$ cat src/rtl/asrv32_muldiv_pkg.sv
// asrv32 multiply/divide unit: shared opcodes, FSM states
// and operand-signedness helpers.
package asrv32_muldiv_pkg;

  localparam logic [2:0] MD_MUL    = 3'b000;
  localparam logic [2:0] MD_MULH   = 3'b001;
  localparam logic [2:0] MD_MULHSU = 3'b010;
  localparam logic [2:0] MD_MULHU  = 3'b011;
  localparam logic [2:0] MD_DIV    = 3'b100;
  localparam logic [2:0] MD_DIVU   = 3'b101;
  localparam logic [2:0] MD_REM    = 3'b110;
  localparam logic [2:0] MD_REMU   = 3'b111;

  typedef enum logic [1:0] {
    S_IDLE = 2'b00,
    S_CALC = 2'b01,
    S_DONE = 2'b10
  } md_state_e;

  // rs1 is treated as signed by MULH, MULHSU, DIV, REM
  function automatic logic md_op1_signed(
    input logic [2:0] op
  );
    return (op == MD_MULH) || (op == MD_MULHSU) ||
           (op == MD_DIV)  || (op == MD_REM);
  endfunction

  // rs2 is treated as signed by MULH, DIV, REM
  function automatic logic md_op2_signed(
    input logic [2:0] op
  );
    return (op == MD_MULH) || (op == MD_DIV) ||
           (op == MD_REM);
  endfunction

endpackage

$ cat src/rtl/asrv32_muldiv_if.sv
// asrv32 multiply/divide request/response bundle.
// Execute stage is the master, the muldiv unit the slave.
interface asrv32_muldiv_if #(
  parameter int XLEN = 32
);
  logic            start;
  logic [2:0]      op;
  logic [XLEN-1:0] op1;
  logic [XLEN-1:0] op2;
  logic            flush;
  logic            ready;
  logic            valid;
  logic [XLEN-1:0] result;

  modport master (
    output start, op, op1, op2, flush,
    input  ready, valid, result
  );

  modport slave (
    input  start, op, op1, op2, flush,
    output ready, valid, result
  );
endinterface

$ cat src/rtl/asrv32_muldiv_step.sv
// asrv32 muldiv: one radix-2 iteration, shared by
// shift-add multiply and restoring shift-subtract divide.
module asrv32_muldiv_step #(
  parameter int XLEN = 32
) (
  input  logic            i_div,
  input  logic [XLEN-1:0] i_acc,
  input  logic [XLEN-1:0] i_mq,
  input  logic [XLEN-1:0] i_opd,
  output logic [XLEN-1:0] o_acc,
  output logic [XLEN-1:0] o_mq
);

  logic [XLEN:0]   w_sum;
  logic [XLEN:0]   w_shl;
  logic [XLEN-1:0] w_sub;
  logic            w_ge;

  // mul: {acc,mq} += opd when mq[0], then shift right.
  // div: shift {acc,mq} left, subtract divisor if it fits.
  always_comb begin
    w_sum = {1'b0, i_acc} +
            (i_mq[0] ? {1'b0, i_opd} : '0);
    w_shl = {i_acc, i_mq[XLEN-1]};
    w_ge  = (w_shl >= {1'b0, i_opd});
    w_sub = XLEN'(w_shl - {1'b0, i_opd});
    o_acc = w_sum[XLEN:1];
    o_mq  = {w_sum[0], i_mq[XLEN-1:1]};
    if (i_div) begin
      if (w_ge) begin
        o_acc = w_sub;
        o_mq  = {i_mq[XLEN-2:0], 1'b1};
      end else begin
        o_acc = w_shl[XLEN-1:0];
        o_mq  = {i_mq[XLEN-2:0], 1'b0};
      end
    end
  end

endmodule

$ cat src/rtl/asrv32_muldiv.sv
// asrv32 iterative RV32M multiply/divide unit.
// XLEN-cycle radix-2 core with single-cycle special cases.
module asrv32_muldiv
  import asrv32_muldiv_pkg::*;
#(
  parameter int XLEN = 32
) (
  input logic           i_clk,
  input logic           i_rst,
  asrv32_muldiv_if.slave io_md
);

  localparam int CNT_W = $clog2(XLEN) + 1;
  localparam logic [XLEN-1:0] MIN_V =
    {1'b1, {(XLEN-1){1'b0}}};

  md_state_e       r_state;
  logic [2:0]      r_op;
  logic [XLEN-1:0] r_acc;
  logic [XLEN-1:0] r_mq;
  logic [XLEN-1:0] r_opd;
  logic [CNT_W-1:0] r_cnt;
  logic            r_neg_q;
  logic            r_neg_r;
  logic            r_ready;
  logic            r_valid;
  logic [XLEN-1:0] r_result;

  logic            w_div;
  logic            w_s1;
  logic            w_s2;
  logic [XLEN-1:0] w_abs1;
  logic [XLEN-1:0] w_abs2;
  logic            w_dz;
  logic            w_ovf;
  logic            w_fast;
  logic [XLEN-1:0] w_fast_res;
  logic [XLEN-1:0] w_acc_n;
  logic [XLEN-1:0] w_mq_n;
  logic [2*XLEN-1:0] w_prod;
  logic [2*XLEN-1:0] w_prod_s;
  logic [XLEN-1:0] w_q_s;
  logic [XLEN-1:0] w_r_s;
  logic [XLEN-1:0] w_final;

  assign io_md.ready  = r_ready;
  assign io_md.valid  = r_valid;
  assign io_md.result = r_result;

  // request decode: magnitudes, signs and special cases
  always_comb begin
    w_div  = io_md.op[2];
    w_s1   = io_md.op1[XLEN-1] & md_op1_signed(io_md.op);
    w_s2   = io_md.op2[XLEN-1] & md_op2_signed(io_md.op);
    w_abs1 = w_s1 ? -io_md.op1 : io_md.op1;
    w_abs2 = w_s2 ? -io_md.op2 : io_md.op2;
    w_dz   = w_div && (io_md.op2 == '0);
    w_ovf  = ((io_md.op == MD_DIV) ||
              (io_md.op == MD_REM)) &&
             (io_md.op1 == MIN_V) &&
             (io_md.op2 == {XLEN{1'b1}});
    w_fast = w_dz | w_ovf;
    w_fast_res = '0;
    if (w_dz)
      w_fast_res = io_md.op[1] ? io_md.op1 : '1;
    else if (w_ovf)
      w_fast_res = io_md.op[1] ? '0 : MIN_V;
  end

  asrv32_muldiv_step #(.XLEN(XLEN)) u_step (
    .i_div (r_op[2]),
    .i_acc (r_acc),
    .i_mq  (r_mq),
    .i_opd (r_opd),
    .o_acc (w_acc_n),
    .o_mq  (w_mq_n)
  );

  // sign correction and result select on the last step
  always_comb begin
    w_prod   = {w_acc_n, w_mq_n};
    w_prod_s = r_neg_q ? -w_prod : w_prod;
    w_q_s    = r_neg_q ? -w_mq_n : w_mq_n;
    w_r_s    = r_neg_r ? -w_acc_n : w_acc_n;
    w_final  = '0;
    unique case (r_op)
      MD_MUL:
        w_final = w_prod_s[XLEN-1:0];
      MD_MULH, MD_MULHSU, MD_MULHU:
        w_final = w_prod_s[2*XLEN-1:XLEN];
      MD_DIV, MD_DIVU:
        w_final = w_q_s;
      default:
        w_final = w_r_s;
    endcase
  end

  // control FSM with registered handshake outputs
  always_ff @(posedge i_clk or posedge i_rst) begin
    if (i_rst) begin
      r_state  <= S_IDLE;
      r_op     <= '0;
      r_acc    <= '0;
      r_mq     <= '0;
      r_opd    <= '0;
      r_cnt    <= '0;
      r_neg_q  <= 1'b0;
      r_neg_r  <= 1'b0;
      r_ready  <= 1'b1;
      r_valid  <= 1'b0;
      r_result <= '0;
    end else if (io_md.flush) begin
      r_state <= S_IDLE;
      r_ready <= 1'b1;
      r_valid <= 1'b0;
    end else begin
      unique case (r_state)
        S_IDLE, S_DONE: begin
          r_state <= S_IDLE;
          r_ready <= 1'b1;
          r_valid <= 1'b0;
          if (io_md.start) begin
            r_op    <= io_md.op;
            r_neg_q <= w_s1 ^ w_s2;
            r_neg_r <= w_s1;
            r_acc   <= '0;
            r_cnt   <= CNT_W'(XLEN);
            if (w_div) begin
              r_mq  <= w_abs1;
              r_opd <= w_abs2;
            end else begin
              r_mq  <= w_abs2;
              r_opd <= w_abs1;
            end
            if (w_fast) begin
              r_state  <= S_DONE;
              r_valid  <= 1'b1;
              r_result <= w_fast_res;
            end else begin
              r_state <= S_CALC;
              r_ready <= 1'b0;
            end
          end
        end
        S_CALC: begin
          r_acc <= w_acc_n;
          r_mq  <= w_mq_n;
          r_cnt <= r_cnt - CNT_W'(1);
          if (r_cnt == CNT_W'(1)) begin
            r_state  <= S_DONE;
            r_ready  <= 1'b1;
            r_valid  <= 1'b1;
            r_result <= w_final;
          end
        end
        default: begin
          r_state <= S_IDLE;
          r_ready <= 1'b1;
          r_valid <= 1'b0;
        end
      endcase
    end
  end

endmodule

$ cat src/flat_wrapper.sv
// flat-port wrapper written by rule: the top's interface ports become plain ports
module asrv32_muldiv_flat import asrv32_muldiv_pkg::*;
#(
  parameter int XLEN = 32
)
  (i_clk, i_rst, io_md_start, io_md_op, io_md_op1, io_md_op2, io_md_flush, io_md_ready, io_md_valid, io_md_result);
  asrv32_muldiv_if #(.XLEN(XLEN)) io_md_i ();
  input logic i_clk;
  input logic i_rst;
  input wire logic [$bits(io_md_i.start)-1:0] io_md_start;
  input wire logic [$bits(io_md_i.op)-1:0] io_md_op;
  input wire logic [$bits(io_md_i.op1)-1:0] io_md_op1;
  input wire logic [$bits(io_md_i.op2)-1:0] io_md_op2;
  input wire logic [$bits(io_md_i.flush)-1:0] io_md_flush;
  output wire logic [$bits(io_md_i.ready)-1:0] io_md_ready;
  output wire logic [$bits(io_md_i.valid)-1:0] io_md_valid;
  output wire logic [$bits(io_md_i.result)-1:0] io_md_result;
  assign io_md_i.start = io_md_start;
  assign io_md_i.op = io_md_op;
  assign io_md_i.op1 = io_md_op1;
  assign io_md_i.op2 = io_md_op2;
  assign io_md_i.flush = io_md_flush;
  assign io_md_ready = io_md_i.ready;
  assign io_md_valid = io_md_i.valid;
  assign io_md_result = io_md_i.result;
  asrv32_muldiv #(.XLEN(XLEN)) u_core (.i_clk(i_clk), .i_rst(i_rst), .io_md(io_md_i));
endmodule
$ cat config.mk
export PLATFORM = sky130hd
export DESIGN_NAME = asrv32_muldiv_flat
export DESIGN_NICKNAME = d
export VERILOG_FILES = /design/src/rtl/asrv32_muldiv_pkg.sv /design/src/rtl/asrv32_muldiv_if.sv /design/src/rtl/asrv32_muldiv_step.sv /design/src/rtl/asrv32_muldiv.sv /design/src/flat_wrapper.sv
export SDC_FILE = /design/constraint.sdc
export NUM_CORES = 1
export LEC_CHECK = 0
export ABC_CLOCK_PERIOD_IN_PS = 11600
export CAP_MARGIN = 20
export CORE_MARGIN = 4
export CORE_UTILIZATION = 61
export DETAILED_ROUTE_END_ITERATION = 12
export DONT_BUFFER_PORTS = 1
export MAX_ROUTING_LAYER = met4
export PLACE_DENSITY = 0.77
export SYNTH_ARGS = -nofsm -noshare
export SYNTH_HDL_FRONTEND = slang
export SYNTH_HIERARCHICAL = 1
export SYNTH_SLANG_ARGS = --single-unit
$ cat constraint.sdc
create_clock -name i_clk -period 11.6 [get_ports i_clk]
set_input_delay 2.32 -clock i_clk [delete_from_list [all_inputs] [get_ports i_clk]]
set_output_delay 2.32 -clock i_clk [all_outputs]
set_load 0.05 [all_outputs]
==> flow_summary_export.csv, run 1 <==
group,metric,value,unit
yosys,synth_top_area_share,22.7,%
final_layout,fin_area,16400,um2
critical_path,end_kind,"register",
clocking,cts_tree,"yes",
place,detailedPlace.worstSlack,4440,ps
timing,fin_hold_ws,507,ps
critical_path,cpPeakStageDelay,930,ps
clocking,cts-root-buf,"clkbuf_16",
yosys,synth_area,15500,um2
timing,timing.setup.tns,0,ps
timing,setup_ws,4200,ps
clocking,numClockSinks,142,
clocking,cts_buffer_depth,2,
run,drv_cap,0,
routing,vias,16800,
timing,hold_viol,0,
critical_path,regToRegSetupSlack,4200,ps
routing,viasPerCell,7.26,
floorplan,row_count,58,
floorplan,design.core.area,25100,um2
timing,setup-violations-final,0,
timing,worst_slew_margin_rel,25.7,%
critical_path,crit_type,"reg2reg",
power_and_ir_drop,p_total,5.04,mW
yosys,ys_ff_latch,142,
yosys,yosysMostFrequentCell,"nand2_1",
clocking,cts_resized,0,
routing,antenna_left,0,
critical_path,crit_path_start_kind,"register",
critical_path,crit_end,"u_core/io_md.result[28]$_DFFE_PP0P_",
global_route,grt_pass1_vias,15700,
final_layout,synthToLayoutAreaGrowth,5.28,%
power_and_ir_drop,clkPwrFrac,11.8,%
place,dp_hpwl,46.8,mm
global_route,antenna_found_initial,4,
routing,drc_errors,0,
floorplan,ios,105,
floorplan,start_util,61.9,%
critical_path,path_max_fanout,47,
yosys,ys_top_cells_by_count,"197 x nand2_1, 172 x a21oi_1, 155 x nor2_1, 143 x o21ai_0, 141 x dfrtp_1",
final_layout,nFillCells,2256,
critical_path,crit_required,11900,ps
routing,firstDrtPassIters,8,
yosys,synth_nets,2191,
critical_path,cp.arrival,7700,ps
final_layout,instances_no_fill,2308,
critical_path,crit_path_frequent_cell,"o21ai_0",
timing,fin_worst_skew,21.6,ps
routing,wl_per_cell,26.9,um
critical_path,cp.depth,21,
final_layout,final_layout_size_suffix_gt1_share,7.55,%
final_layout,final_util,65.1,%
routing,wirelength,62.2,mm
global_route,grt_max_degree,100,
global_route,overflow,0,
place,gp_congestion,1.07,
yosys,syn_avg_cell_area,7.59,um2
yosys,synth_edf_count,0,
yosys,synthCells,2047,
timing,period_needed,7400,ps
place,placed_area,15700,um2
timing,tightest_slew,1110,ps
clocking,numCtsBuffers,17,
global_route,grt_usage,44.1,%
critical_path,rr_worst_depth,21,
routing,drtIter0Drc,2698,
timing,rsz0062_at_grt,"false",
global_route,grt_pass1_wl,94.7,mm
clocking,clock_latency,450,ps
critical_path,crit_path_start,"u_core/r_opd[20]$_DFFE_PP0P_",
timing,max_freq,135,MHz
status,status,"finished, final reports clean",
yosys,synth_area_leaders,"dfrtp_1 23%, ha_1 5.7%, xnor2_1 5.6%",
power_and_ir_drop,switching_power,2.87,mW
clocking,h-tree-depth,4,
critical_path,crit_buf_inv,3,
power_and_ir_drop,p_leak,6.67,nW
power_and_ir_drop,seqPwrFrac,20.3,%
floorplan,dieArea,28100,um2
floorplan,die-height,168,um
critical_path,crit_family,"compound AO/OA/AOI/OAI gates",
yosys,async_reset_ff_share,100,%
power_and_ir_drop,swShare,57.0,%
critical_path,worstReg2RegEnd,"u_core/io_md.result[28]$_DFFE_PP0P_",
clocking,clk_pin_slew,80,ps
power_and_ir_drop,irDropWorstVdd,0.000394,V
place,io_buffers,0,
hold_path,hold_class,"reg2reg",
critical_path,crit_chain,"inv_1 -> ha_1 -> a21oi_1 -> o21ai_0 -> a41oi_1 -> o221ai_1 -> a311o_1 -> a221oi_2 -> o21ai_4 -> buf_4 -> nand2_1 -> o21ai_0 -> inv_1 -> ha_1 -> nor4b_1 -> nand3_1 -> or4_1 -> o21ai_0 -> o21ai_0 -> a2111oi_0 -> o21ai_0",
critical_path,rr_startpoint,"u_core/r_opd[20]$_DFFE_PP0P_",
yosys,ys_types,90,
power_and_ir_drop,p_comb_share,68.0,%
clocking,post_cts_buffers,0,
yosys,synth_top_area_cell,"dfrtp_1",
clocking,hold_buffers,0,
floorplan,die_x,168,um
place,dp_cells,2271,
final_layout,nets,2105,
yosys,yosys_warnings,6,
timing,post-route-period-util,63.8,%
timing,drv_slew,0,
power_and_ir_drop,p_int,2.17,mW
power_and_ir_drop,p_per_area,308,nW/um2
critical_path,critPathSlowestCell,"or4_1",
yosys,synth-seq-area-share,22.9,%
yosys,ys.flop_type,"dfrtp_1",
power by group through the flow:
stage / registers [mW] / clock network, mW / logic, mW
floorplan: 0.929 / 0 / 2.36
global placement: 1.02 / 0 / 3.21
detailed placement: 1.02 / 0 / 3.24
CTS: 1.02 / 0.592 / 3.27
global route: 1.04 / 0.616 / 3.62
finish: 1.02 / 0.593 / 3.42
cell families (layout without fill, tap and decap cells):
logic type | Yosys count | count (layout) | share of synthesized area, %
AOI/OAI and AO/OA | 661 | 661 | 28.4
xor gates and xnor gates | 178 | 178 | 10.0
adders and majority gates | 73 | 73 | 5.98
buffers and inverters | 233 | 160 | 5.85
DFF | 142 | 142 | 22.9
muxes | 69 | 69 | 4.76
other | 0 | 4 | 0
and+or+nand+nor | 691 | 691 | 22.1
sequential cells by signal (all words and copies together), names as in the netlist:
name                 count
u_core/io_md.ready       1
u_core/io_md.result     32
u_core/r_acc            32
u_core/r_cnt             6
u_core/r_mq             32
u_core/r_neg_q           1
u_core/r_neg_r           1
u_core/r_op              3
u_core/r_opd            32
u_core/r_state           2
worst min-delay path by stage:
stage,from,to,slack (ps),depth (start not counted)
after floorplan,u_core/r_opd[16]$_DFFE_PP0P_,u_core/r_opd[16]$_DFFE_PP0P_,460,2
after global routing,u_core/r_opd[9]$_DFFE_PP0P_,u_core/r_opd[9]$_DFFE_PP0P_,540,2
after global placement,u_core/r_opd[9]$_DFFE_PP0P_,u_core/r_opd[9]$_DFFE_PP0P_,480,2
after CTS,u_core/r_opd[9]$_DFFE_PP0P_,u_core/r_opd[9]$_DFFE_PP0P_,500,2
final,u_core/r_opd[8]$_DFFE_PP0P_,u_core/r_opd[8]$_DFFE_PP0P_,510,2
after detailed placement,u_core/r_opd[9]$_DFFE_PP0P_,u_core/r_opd[9]$_DFFE_PP0P_,490,2
layout make-up:
type	count	area, um2	area share (%)
Clock inverter	15	204	1.25
Inverter	92	350	2.14
Clock buffer	17	425	2.60
Sequential cell	142	3560	21.8
Timing Repair Buffer	36	270	1.65
Tap cell	330	413	2.52
Antenna cell	4	10.0	0.0612
Multi-Input combinational cell	1672	11100	68.0
layout by cell type, fill, tap and decap left out, types with 23 or more instances in the layout:
master    Yosys  routed
o21ai_0     143     143
buf_4         2      36
a22o_1       30      30
inv_1        91      90
nor3_1       42      42
ha_1         71      71
o31ai_1      26      26
xnor2_1     100     100
nand2_1     197     197
a21oi_1     172     172
nand4_1      36      36
nand3_1      53      53
mux2_2       35      35
and2_1       42      42
nor4_1       37      36
mux2i_1      33      33
dfrtp_1     141     139
a31oi_1      26      26
o22ai_1      23      23
o41ai_1      23      23
o221ai_1     32      32
nor2_1      155     153
xor2_1       78      78
worst min-delay path, cell delays in order, from the launching register on:
cell     delay [ps]
dfrtp_1         360
nand2_1          50
o21ai_0          60
per-layer routing:
| layer | track usage (%) | vias up | wire [um] |
|---|---|---|---|
| li1 | - | 7413 | - |
| met1 | 55.0 | 7868 | 23200 |
| met3 | 12.6 | 251 | 7920 |
| met2 | 65.4 | 1221 | 26700 |
| met4 | 22.7 | 0 | 4400 |
| met5 | - | - | 0 |
No activity file was read; power rests on OpenSTA's default activity.
==> run 2, diff against run 1 <==
--- a/config.mk
+++ b/config.mk
@@ -5,14 +5,14 @@
 export SDC_FILE = /design/constraint.sdc
 export NUM_CORES = 1
 export LEC_CHECK = 0
-export ABC_CLOCK_PERIOD_IN_PS = 11600
+export ABC_CLOCK_PERIOD_IN_PS = 6200
 export CAP_MARGIN = 20
 export CORE_MARGIN = 4
-export CORE_UTILIZATION = 61
+export CORE_UTILIZATION = 60
 export DETAILED_ROUTE_END_ITERATION = 12
 export DONT_BUFFER_PORTS = 1
 export MAX_ROUTING_LAYER = met4
-export PLACE_DENSITY = 0.77
+export PLACE_DENSITY = 0.79
 export SYNTH_ARGS = -nofsm -noshare
 export SYNTH_HDL_FRONTEND = slang
 export SYNTH_HIERARCHICAL = 1
==> constraint.sdc (replaced) <==
create_clock -name i_clk -period 6.2 [get_ports i_clk]
set_input_delay 1.24 -clock i_clk [delete_from_list [all_inputs] [get_ports i_clk]]
set_output_delay 1.24 -clock i_clk [all_outputs]
set_load 0.05 [all_outputs]
==> run 2 against run 1 <==
Sequential share of layout area fell by 0.34 points; critical path depth fell by 2; global-route usage rose by 0.45 points; largest cell class unchanged; non-clock buffer count rose by 39; cell area rose by 1.6%; largest power group unchanged; die area rose by 1.6%; worst setup slack got worse by 4000 ps; highest routed layer unchanged.
==> flow_summary_export.csv, run 2 (same netlist as run 1, synthesis figures left out) <==
group,metric,value,unit
clocking,hold_buffers,0,
global_route,grt_pass1_vias,15800,
power_and_ir_drop,switching_power,5.45,mW
power_and_ir_drop,p_int,4.27,mW
power_and_ir_drop,irDropWorstVdd,0.000501,V
power_and_ir_drop,swShare,56.0,%
floorplan,row_count,58,
critical_path,cp.arrival,6290,ps
critical_path,cpPeakStageDelay,690,ps
clocking,numClockSinks,142,
timing,rsz0062_at_grt,"false",
floorplan,ios,105,
power_and_ir_drop,seqPwrFrac,20.1,%
timing,post-route-period-util,96.2,%
final_layout,mostFrequentLayoutCells,"197 x nand2_1, 171 x a21oi_1, 153 x nor2_1",
clocking,h-tree-depth,4,
hold_path,hp-start,"u_core/r_opd[23]$_DFFE_PP0P_",
routing,drc_errors,0,
timing,fin_worst_skew,17.9,ps
final_layout,synthToLayoutAreaGrowth,7.01,%
critical_path,crit_required,6520,ps
critical_path,end_kind,"register",
hold_path,hold_class,"reg2reg",
clocking,cts_buffer_depth,2,
critical_path,critPathSlowestCell,"nor4_1",
routing,wl_per_cell,27.1,um
power_and_ir_drop,p_leak,6.85,nW
critical_path,rr_startpoint,"u_core/r_opd[7]$_DFFE_PP0P_",
hold_path,holdPathEnd,"u_core/r_opd[23]$_DFFE_PP0P_",
run,drv_cap,0,
critical_path,crit_chain,"inv_1 -> ha_1 -> nand2_1 -> nor4_1 -> nand4b_1 -> a31oi_1 -> a221oi_2 -> o21ai_4 -> buf_4 -> buf_4 -> o22a_1 -> o21ai_0 -> nor4_2 -> nand4_1 -> nor4_2 -> nor3_1 -> a2111oi_0 -> nand3_1 -> a22o_1",
final_layout,final_common_cell,"nand2_1",
timing,hold_viol,0,
global_route,grt_pass1_wl,95.6,mm
clocking,clock_latency,450,ps
place,gp_congestion,1.11,
timing,setup-violations-final,0,
routing,firstDrtPassIters,10,
timing,drv_slew,0,
timing,tightest_slew,1090,ps
power_and_ir_drop,p_comb_share,68.8,%
floorplan,die_x,169,um
critical_path,crit_type,"reg2reg",
floorplan,design.core.area,25300,um2
final_layout,final_layout_size_suffix_gt1_share,9.44,%
status,status,"finished, final reports clean",
routing,vias,17200,
timing,period_needed,5970,ps
routing,antenna_left,0,
global_route,grt_max_degree,92,
floorplan,start_util,61.3,%
place,io_buffers,0,
critical_path,crit_family,"simple AND/OR/NAND/NOR gates",
global_route,grt_usage,44.6,%
timing,timing.setup.tns,0,ps
routing,drtIter0Drc,2730,
critical_path,worstReg2RegEnd,"u_core/io_md.result[31]$_DFFE_PP0P_",
power_and_ir_drop,p_per_area,585,nW/um2
global_route,antenna_found_initial,5,
critical_path,crit_path_start_kind,"register",
place,dp_hpwl,48.6,mm
final_layout,final_util,65.6,%
hold_path,min_path_cells,2,
clocking,clk_pin_slew,70,ps
clocking,cts-root-buf,"clkbuf_16",
critical_path,rr_worst_depth,19,
critical_path,crit_buf_inv,3,
floorplan,die-height,169,um
final_layout,nFillCells,2205,
critical_path,regToRegSetupSlack,230,ps
clocking,cts_tree,"yes",
routing,wirelength,63.5,mm
timing,max_freq,168,MHz
power_and_ir_drop,clkPwrFrac,11.2,%
critical_path,path_max_fanout,20,
timing,worst_slew_margin_rel,27.3,%
floorplan,dieArea,28500,um2
clocking,numCtsBuffers,17,
global_route,overflow,0,
final_layout,nets,2144,
routing,viasPerCell,7.31,
## run 2: power groups by stage
stage	Clock (mW)	Combinational [mW]	Sequential, mW
2_1_floorplan	0	4.42	1.74
3_3_place_gp	0	6.30	1.93
3_5_place_dp	0	6.35	1.94
4_1_cts	1.09	6.40	1.93
5_1_grt	1.13	7.05	1.98
6_report	1.09	6.68	1.95
## run 2: per-layer routing
layer,global-route usage (%),part of all wire [%],vias to the layer above
li1,-,-,7490
met1,54.6,37,8107
met2,67.5,43,1296
met3,11.2,12,257
met4,24.3,7.0,0
met5,-,0,-
## run 2: repair_timing
| item | CTS | global route |
|---|---|---|
| buffers inserted | 0 | 0 |
| setup endpoints to repair | 0 | 5 |
| gates resized for setup | 0 | 3 |
## run 2: worst max-delay path by stage
stage / from / end / cells past startpoint / slack [ps]
6_report: u_core/r_opd[7]$_DFFE_PP0P_ / u_core/io_md.result[31]$_DFFE_PP0P_ / 19 / 230
5_1_grt: u_core/r_opd[16]$_DFFE_PP0P_ / u_core/io_md.result[18]$_DFFE_PP0P_ / 21 / 60
4_1_cts: u_core/r_acc[6]$_DFFE_PP0P_ / u_core/io_md.result[31]$_DFFE_PP0P_ / 18 / 100
3_5_place_dp: u_core/r_acc[6]$_DFFE_PP0P_ / u_core/io_md.result[31]$_DFFE_PP0P_ / 18 / 140
3_3_place_gp: u_core/r_acc[6]$_DFFE_PP0P_ / u_core/io_md.result[31]$_DFFE_PP0P_ / 18 / 210
2_1_floorplan: u_core/r_mq[0]$_DFFE_PP0P_ / u_core/io_md.result[31]$_DFFE_PP0P_ / 21 / 1130
## run 2: cell type report
class / instances / area [um2] / area share, %
timing repair buffer: 75 / 563 / 3.39
antenna: 4 / 10.0 / 0.0602
clock buffer: 18 / 429 / 2.58
inverter: 92 / 350 / 2.11
sequential: 142 / 3560 / 21.4
clock inverter: 14 / 163 / 0.978
multi-input combinational: 1672 / 11100 / 67.0
tap: 330 / 413 / 2.48
## run 2: tightest hold or removal path, delay by kind of cell (launching register included)
kind / cells / cell delay (ps)
compound gates: 1 / 60
simple gates: 1 / 60
flops: 1 / 360
## run 2: through the flow
stage	hold slack (ps)	total power, mW	area, um2	setup slack (ps)	instances
5_1_grt	542	10.2	16600	61.2	2347
4_1_cts	517	9.41	16600	102	2343
3_3_place_gp	485	8.23	16000	208	2311
3_5_place_dp	502	8.29	16000	138	2311
2_1_floorplan	463	6.16	15500	1130	2047
6_report	523	9.72	16600	234	2347
